File: config.mk
export PLATFORM = sky130hd
export DESIGN_NAME = mic_frame_capture_flat
export DESIGN_NICKNAME = d
export VERILOG_FILES = /design/src/rtl/mic_frame_capture_if.sv /design/src/rtl/mic_frame_capture.sv /design/src/flat_wrapper.sv
export SDC_FILE = /design/constraint.sdc
export NUM_CORES = 2
export LEC_CHECK = 0
export BUFFER_PORTS_ARGS = -buffer_cell sky130_fd_sc_hd__buf_4
export CAP_MARGIN = 20
export CORE_AREA = 8 8 404 406
export DETAILED_ROUTE_END_ITERATION = 7
export DIE_AREA = 0 0 412 414
export GPL_TIMING_DRIVEN = 0
export SLEW_MARGIN = 20
export SYNTH_ARGS = -nofsm -noshare
export SYNTH_HDL_FRONTEND = slang
export SYNTH_SLANG_ARGS = --single-unit
export TNS_END_PERCENT = 5
File: constraint.sdc
create_clock -name clk -period 8.1 [get_ports clk]
set_input_delay 1.62 -clock clk [delete_from_list [all_inputs] [get_ports clk]]
set_output_delay 1.62 -clock clk [all_outputs]
set_load 0.005 [all_outputs]
File: src/rtl/mic_frame_capture_if.sv
//------------------------------------------------------------------------------
// mic_frame_capture_if
//   Bundles the ADC pins, consumer controls and published frame of
//   mic_frame_capture into one port.
//   Revision: 1.0
//------------------------------------------------------------------------------
`default_nettype none

interface mic_frame_capture_if #(
   parameter int SAMPLE_W = 16,
   parameter int DEPTH    = 64
);
   logic                enable;
   logic                mic_sd;
   logic                frame_hold;
   logic                mic_sck;
   logic                mic_cs_n;
   logic [SAMPLE_W-1:0] frame_out [DEPTH];
   logic                frame_valid;
   logic [7:0]          overrun_count;

   modport master (
      output enable, mic_sd, frame_hold,
      input  mic_sck, mic_cs_n, frame_out, frame_valid, overrun_count
   );

   modport slave (
      input  enable, mic_sd, frame_hold,
      output mic_sck, mic_cs_n, frame_out, frame_valid, overrun_count
   );
endinterface

`default_nettype wire

File: src/rtl/mic_frame_capture.sv
//------------------------------------------------------------------------------
// mic_frame_capture
//   Serial ADC reader that assembles DEPTH-sample frames in a shadow buffer
//   and publishes each complete frame atomically unless the consumer holds.
//   Optional feature macro: MIC_OVERRUN_CNT_EN (saturating dropped-frame count).
//   Revision: 1.0
//------------------------------------------------------------------------------
`default_nettype none

module mic_frame_capture #(
   parameter int SAMPLE_W = 16,
   parameter int DEPTH    = 64,
   parameter int SCK_HALF = 25,
   parameter int GAP_CLKS = 8
) (
   input  wire                  clk,
   input  wire                  reset,
   mic_frame_capture_if.slave   bus
);

   localparam int DIV_W = $clog2(SCK_HALF);
   localparam int BIT_W = (SAMPLE_W > 1) ? $clog2(SAMPLE_W) : 1;
   localparam int GAP_W = $clog2(GAP_CLKS + 1);
   localparam int PTR_W = (DEPTH > 1) ? $clog2(DEPTH) : 1;

   localparam logic [DIV_W-1:0] DIV_LAST = DIV_W'(SCK_HALF - 1);
   localparam logic [BIT_W-1:0] BIT_LAST = BIT_W'(SAMPLE_W - 1);
   localparam logic [GAP_W-1:0] GAP_LAST = GAP_W'(GAP_CLKS);
   localparam logic [PTR_W-1:0] PTR_LAST = PTR_W'(DEPTH - 1);

   typedef enum logic [1:0] {
      ST_IDLE    = 2'd0,
      ST_CONVERT = 2'd1,
      ST_STORE   = 2'd2,
      ST_GAP     = 2'd3
   } state_t;

   state_t              state_q;
   logic                sd_meta_q;
   logic                sd_sync_q;
   logic                sck_q;
   logic                cs_n_q;
   logic [DIV_W-1:0]    div_q;
   logic [BIT_W-1:0]    bit_q;
   logic [GAP_W-1:0]    gap_q;
   logic [PTR_W-1:0]    wr_ptr_q;
   logic [SAMPLE_W-1:0] shift_q;
   logic [SAMPLE_W-1:0] shift_d;
   logic                frame_valid_q;
   logic [SAMPLE_W-1:0] shadow_q  [DEPTH];
   logic [SAMPLE_W-1:0] frame_q   [DEPTH];
   logic [SAMPLE_W-1:0] publish_d [DEPTH];

   assign shift_d = {shift_q[SAMPLE_W-2:0], sd_sync_q};

   // The published image must include the word being written this cycle.
   always_comb begin
      for (int i = 0; i < DEPTH; i++) begin
         publish_d[i] = (PTR_W'(i) == wr_ptr_q) ? shift_q : shadow_q[i];
      end
   end

   always_ff @(posedge clk) begin
      if (reset) begin
         state_q       <= ST_IDLE;
         sd_meta_q     <= 1'b0;
         sd_sync_q     <= 1'b0;
         sck_q         <= 1'b0;
         cs_n_q        <= 1'b1;
         div_q         <= '0;
         bit_q         <= '0;
         gap_q         <= '0;
         wr_ptr_q      <= '0;
         shift_q       <= '0;
         frame_valid_q <= 1'b0;
         for (int i = 0; i < DEPTH; i++) begin
            frame_q[i] <= '0;
         end
      end else begin
         sd_meta_q     <= bus.mic_sd;
         sd_sync_q     <= sd_meta_q;
         frame_valid_q <= 1'b0;

         case (state_q)
            ST_IDLE: begin
               if (bus.enable) begin
                  state_q <= ST_CONVERT;
                  cs_n_q  <= 1'b0;
                  sck_q   <= 1'b0;
                  div_q   <= '0;
                  bit_q   <= '0;
               end
            end

            ST_CONVERT: begin
               if (div_q == DIV_LAST) begin
                  div_q <= '0;
                  sck_q <= ~sck_q;
                  if (sck_q) begin
                     shift_q <= shift_d;
                     bit_q   <= bit_q + 1'b1;
                     if (bit_q == BIT_LAST) begin
                        cs_n_q  <= 1'b1;
                        state_q <= ST_STORE;
                     end
                  end
               end else begin
                  div_q <= div_q + 1'b1;
               end
            end

            ST_STORE: begin
               shadow_q[wr_ptr_q] <= shift_q;
               wr_ptr_q           <= wr_ptr_q + 1'b1;
               if ((wr_ptr_q == PTR_LAST) && !bus.frame_hold) begin
                  frame_q       <= publish_d;
                  frame_valid_q <= 1'b1;
               end
               gap_q   <= '0;
               state_q <= ST_GAP;
            end

            ST_GAP: begin
               // Counting 0..GAP_CLKS adds the restart cycle, so the
               // conversion period is 2*SCK_HALF*SAMPLE_W + GAP_CLKS + 2.
               if (gap_q == GAP_LAST) begin
                  if (bus.enable) begin
                     state_q <= ST_CONVERT;
                     cs_n_q  <= 1'b0;
                     sck_q   <= 1'b0;
                     div_q   <= '0;
                     bit_q   <= '0;
                  end else begin
                     state_q <= ST_IDLE;
                  end
               end else begin
                  gap_q <= gap_q + 1'b1;
               end
            end

            default: state_q <= ST_IDLE;
         endcase
      end
   end

   assign bus.mic_sck     = sck_q;
   assign bus.mic_cs_n    = cs_n_q;
   assign bus.frame_out   = frame_q;
   assign bus.frame_valid = frame_valid_q;

`ifdef MIC_OVERRUN_CNT_EN
   logic       drop_w;
   logic [7:0] overrun_q;

   assign drop_w = (state_q == ST_STORE) && (wr_ptr_q == PTR_LAST) && bus.frame_hold;

   always_ff @(posedge clk) begin
      if (reset) begin
         overrun_q <= 8'd0;
      end else if (drop_w && (overrun_q != 8'hFF)) begin
         overrun_q <= overrun_q + 8'd1;
      end
   end

   assign bus.overrun_count = overrun_q;
`else
   assign bus.overrun_count = 8'd0;
`endif

endmodule

`default_nettype wire

File: src/flat_wrapper.sv
// flat-port wrapper written by rule: the top's interface ports become plain ports
module mic_frame_capture_flat 
#(
   parameter int SAMPLE_W = 16,
   parameter int DEPTH    = 64,
   parameter int SCK_HALF = 25,
   parameter int GAP_CLKS = 8
)
  (clk, reset, bus_enable, bus_mic_sd, bus_frame_hold, bus_mic_sck, bus_mic_cs_n, bus_frame_out, bus_frame_valid, bus_overrun_count);
  mic_frame_capture_if #(.SAMPLE_W(SAMPLE_W), .DEPTH(DEPTH)) bus_i ();
  input  wire clk;
  input  wire reset;
  input wire logic [$bits(bus_i.enable)-1:0] bus_enable;
  input wire logic [$bits(bus_i.mic_sd)-1:0] bus_mic_sd;
  input wire logic [$bits(bus_i.frame_hold)-1:0] bus_frame_hold;
  output wire logic [$bits(bus_i.mic_sck)-1:0] bus_mic_sck;
  output wire logic [$bits(bus_i.mic_cs_n)-1:0] bus_mic_cs_n;
  output wire logic [$bits(bus_i.frame_out)-1:0] bus_frame_out;
  output wire logic [$bits(bus_i.frame_valid)-1:0] bus_frame_valid;
  output wire logic [$bits(bus_i.overrun_count)-1:0] bus_overrun_count;
  assign bus_i.enable = bus_enable;
  assign bus_i.mic_sd = bus_mic_sd;
  assign bus_i.frame_hold = bus_frame_hold;
  assign bus_mic_sck = bus_i.mic_sck;
  assign bus_mic_cs_n = bus_i.mic_cs_n;
  assign bus_frame_out = {>>{bus_i.frame_out}};
  assign bus_frame_valid = bus_i.frame_valid;
  assign bus_overrun_count = bus_i.overrun_count;
  mic_frame_capture #(.SAMPLE_W(SAMPLE_W), .DEPTH(DEPTH), .SCK_HALF(SCK_HALF), .GAP_CLKS(GAP_CLKS)) u_core (.clk(clk), .reset(reset), .bus(bus_i));
endmodule
# Word-level counts from Yosys, hierarchy flattened
# Memories as Yosys holds them, arrays and structs flattened. A register that Yosys moved wholly into a read port is not among the register bits.
# Cells that the tools add are included.
# Widths: inputs -> output; s select.
# word_totals
reg_bits,42
input_bits,5
output_inout_bits,1035
mem_bits_rw,1024
memories,1
wordCells,77
# mem_list
memory,words,width,rd,rd_ports_with_merged_regs,wr,line,text
u_core.shadow_q,64,16,64,64,1,mic_frame_capture.sv:50,logic [SAMPLE_W-1:0] shadow_q [DEPTH];
# classes
n_addsub,4
n_bitwise,2
n_reduce_logical,14
n_mux,32
n_eq_ne,13
# ops
op,n
$mux 4,5
$mux 5,3
$pmux 5 s3,1
$mux 1,13
$pmux 4 s3,1
$mux 2,5
$reduce_and 5->1,2
$add 4x1->4 const B,2
$eq 4x4->1 const B,2
$ne 2x1->1 const B,4
$pmux 2 s4,1
$pmux 4 s2,1
$add 6x1->6 const B,1
$eq 6x6->1 const B,1
$pmux 1 s3,2
$reduce_and 2->1,3
$reduce_and 3->1,2
$add 5x1->5 const B,1
$eq 5x5->1 const B,1
$eq 2x2->1 const B,2
$ne 2x2->1 const B,2
$reduce_and 4->1,1
$reduce_bool 3->1,1
$eq 2x1->1 const B,1
other kinds (6),7

# Longest topological paths before layout
# logic_depth
ltp_word,5
mapped_depth,10
mapped_depth_nobuf,6

# Worst setup path before layout
# No wires, ideal clock.
# synth_path
kind,input -> register
startpoint,in reset
endpoint,"mem u_core.shadow_q[22][0], enable pin"
path_slack_ns,3.895
setup_ns,0.430
n_path_buf,1
t_required_ns,7.670
t_arrival_ns,3.774
path_stages,4
path_cell_list,clkbuf_1 -> and2b_1 -> nand3_1 -> nor4_1
# synth_via
elab_chain_cells,2
# synth_rtl
item,line,text
start: declaration,flat_wrapper.sv:12,input wire reset;
$mux 1,mic_frame_capture.sv:64,if (reset) begin
$mux 1 (not written as such),mic_frame_capture.sv:113,shadow_q[wr_ptr_q] <= shift_q;
end: declaration,mic_frame_capture.sv:50,
# No other way between the ends.

# Final worst setup path
# layout_path
startpoint,in reset
endpoint,"mem u_core.shadow_q[7][3], enable pin"
# Same word-level chain as after synthesis.

==> impl_metrics.toml <==
[run_status]
status = "complete, no violations"

[clock_tree]
numCtsBuffers = 207
cts_resized = 0
clock_path_buffers = 3
h-tree-depth = 4
path_clk_slew_ps = 60
cts_tree = "done"
cts_sinks = 2090
cts_setup_buffers = 0
ctsHoldBuffers = 0
insertion_delay_ps = 840
clockRootBuffer = "clkbuf_16"

[flow_run]
cap_violations = 0

[drt]
routed_wl_mm = 259.3
drtIter0Drc = 4764
vias = 49740
first_pass_iters = 6
antenna_left = 0
viasPerCell = 5.262
drc_errors = 0
post_drt_wl_per_cell_um = 27.43

[synth]
avgSynthCellArea_um2 = 11.86
yosys-top-cells-area = "edfxtp_1, dfxtp_1, nand2_1"
synthCells = 5859
synth.distinct_cells = 48
netlist.area_leader.share_pct = 44.25
yosys_warnings = 0
synth_largest_area_cell = "edfxtp_1"
seq_area_frac_synth_pct = 74.96
synth_seq_cells = 2090
syn_area_mm2 = 0.06949

[finish]
fillers = 13440
finalNetCount = 7210
multi_input_area_mm2 = 0.01505
final_common_cell = "nand2_1"
register_area_mm2 = 0.05215
final_core_util_pct = 56.55
final_cell_mix = "nand2_1, buf_4, dfxtp_1"
syn2layout_area_growth_pct = 27.86
layout-drive-gt1-share_pct = 23.92
fin_cells = 9454

[sta]
fin_crit_ps = 3870
setup_viol = 0
worst_slack_ps = 4230
drv_slew = 0
slew_headroom_pct = 24.70
worst_pin_slew_ps = 1127
rsz0062_at_grt = "no"
fmax_mhz = 258.4
period_share_pct = 47.77
whs_ps = 432.6
fin_skew_ps = 59.40
hold_viol_final = 0

[floorplanning]
io-pin-count = 1040
die_h_um = 414
core_mm2 = 0.1571
start_util_pct = 44.23
dieArea_mm2 = 0.1706
die_x_um = 412
rows = 146

[grt]
grt_usage_pct = 29.08
grt_pass1_vias = 47570
antenna_found_initial = 18
overflow = 0
grt_pass1_wl_mm = 356.5
grt_max_degree = 35

[power]
p_leak_nw = 32.07
irDropWorstVdd_uv = 196.1
power_density_mw_per_mm2 = 237.0

[worst_hold_path]
min_to = "u_core.shift_q[0]"
min_from = "u_core.sd_sync_q"
hp-class = "register to register"
min_path_cells = 2

[placed_design]
port_buffers = 1030
post-dp-hpwl_mm = 184.7
placed_cells = 9054
gp_congestion = 0.8482
dp_slack_ps = 3443

[worst_setup_path]
worst_path_max_delay_cell = "nor2_2"
critical_path_buf_inv_count = 2
cpPeakStageDelay_ps = 1030
crit_family = "simple AND/OR/NAND/NOR gates"
r2r_start = "u_core.state_q[0]"
critPathKind = "primary input to register"
path_cells = "clkbuf_1, and2b_1, clkbuf_1, nand2_1, nor2_2"
cp_max_fo = 16
rr_worst_depth = 7
reg2reg_slack_ps = 4410
crit_path_start_kind = "primary input"
endpoint_kind = "register"
crit_path_frequent_cell = "clkbuf_1"
cp_data_arrival_time_ps = 4310
r2r-end = "u_core.shadow_q[7][3]"
required_ps = 8540
## cells by family (layout without fill, tap and decap cells)
logic type | count (synthesis) | count (layout) | share of synthesized area [%]
muxes | 3 | 3 | 0.04322
and+or+nand+nor | 2249 | 2249 | 12.48
buffers and inverters | 391 | 1900 | 3.844
other | 1 | 15 | 0.005397
AOI/OAI and AO/OA | 1101 | 1101 | 8.288
adders and majority gates | 14 | 14 | 0.2521
xor gates and xnor gates | 10 | 10 | 0.1260
DFF | 2090 | 2090 | 74.96
## synth_stat cells (all sizes together)
master,n
a211oi,32
a2111oi,1
and2,3
conb,1
nor2,130
o2111ai,3
a22oi,1
nor3,17
a21oi,1027
nand4b,4
or3,2
and3,8
xor2,4
and2b,1
dfxtp,1066
nand3b,2
nor2b,6
inv,10
and3b,1
clkbuf,132
or2,2
nand4,11
nand3,34
o21ai,9
edfxtp,1024
and4b,1
a311oi,5
a21o,1
xnor2,6
nor3b,1
a221oi,18
buf,249
nor4,1
nand2,2020
mux2i,3
nand2b,5
o21bai,1
a31oi,3
ha,14
## registers in the layout, summed over array words and instances (netlist names)
name	cells
u_core.bit_q	4
u_core.wr_ptr_q	6
u_core.div_q	5
u_core.shadow_q	1024
u_core.state_q	2
u_core.bus.frame_valid	1
u_core.sd_meta_q	1
u_core.sd_sync_q	1
bus_frame_out	1024
u_core.bus.mic_cs_n	1
u_core.gap_q	4
u_core.shift_q	16
u_core.bus.mic_sck	1
## area by class of cell
cell class                      count  area share (%)
Buffer                            381           2.966
Multi-Input combinational cell   3385           16.93
Timing Repair Buffer             1116           10.66
Sequential cell                  2090           58.70
Antenna cell                        7         0.01972
Inverter                           10         0.04225
Tap cell                         2072           2.918
Clock buffer                      302           6.633
Clock inverter                     91           1.125
## how the worst max path moves through the flow
stage           from                       to  slack, ps  depth (start not counted)
2_1_floorplan  reset   u_core.shadow_q[22][0]       3900                          4
3_3_place_gp   reset  u_core.shadow_q[22][14]       -260                          4
3_5_place_dp   reset   u_core.shadow_q[7][11]       3440                          5
4_1_cts        reset    u_core.shadow_q[7][8]       4350                          5
5_1_grt        reset    u_core.shadow_q[7][3]       4270                          5
6_report       reset    u_core.shadow_q[7][3]       4230                          5
## metal layers
layer,vias up,share of wire (%),track usage (%)
li1,22580,-,-
met1,24650,37,34.88
met2,2115,48,48.20
met5,-,0,0
met4,0,4.9,12.59
met3,404,10,9.173
## tightest hold or removal path, delay by kind of cell, from the launching register on
| kind | cells | cell delay (ps) |
|---|---|---|
| flops | 1 | 300 |
| simple gates | 1 | 50 |
| compound gates | 1 | 50 |
## per-stage QoR
| step | instance area, um2 | power, mW | TNS (ps) |
|---|---|---|---|
| global route | 88830 | 21.57 | 0 |
| detailed placement | 81930 | 11.58 | 0 |
| finish | 88840 | 21.05 | 0 |
| global placement | 79840 | 11.56 | -3965 |
| floorplan | 69510 | 11.45 | 0 |
| CTS | 88830 | 21.12 | 0 |
## where the power goes
group          total [mW]  switching (mW)  leakage [nW]  internal, mW
combinational       0.332           0.252          10.6        0.0799
clock                9.70            4.12          3.38          5.57
sequential           11.0          0.0192          18.1          11.0
(Power assumes the default switching activity.)
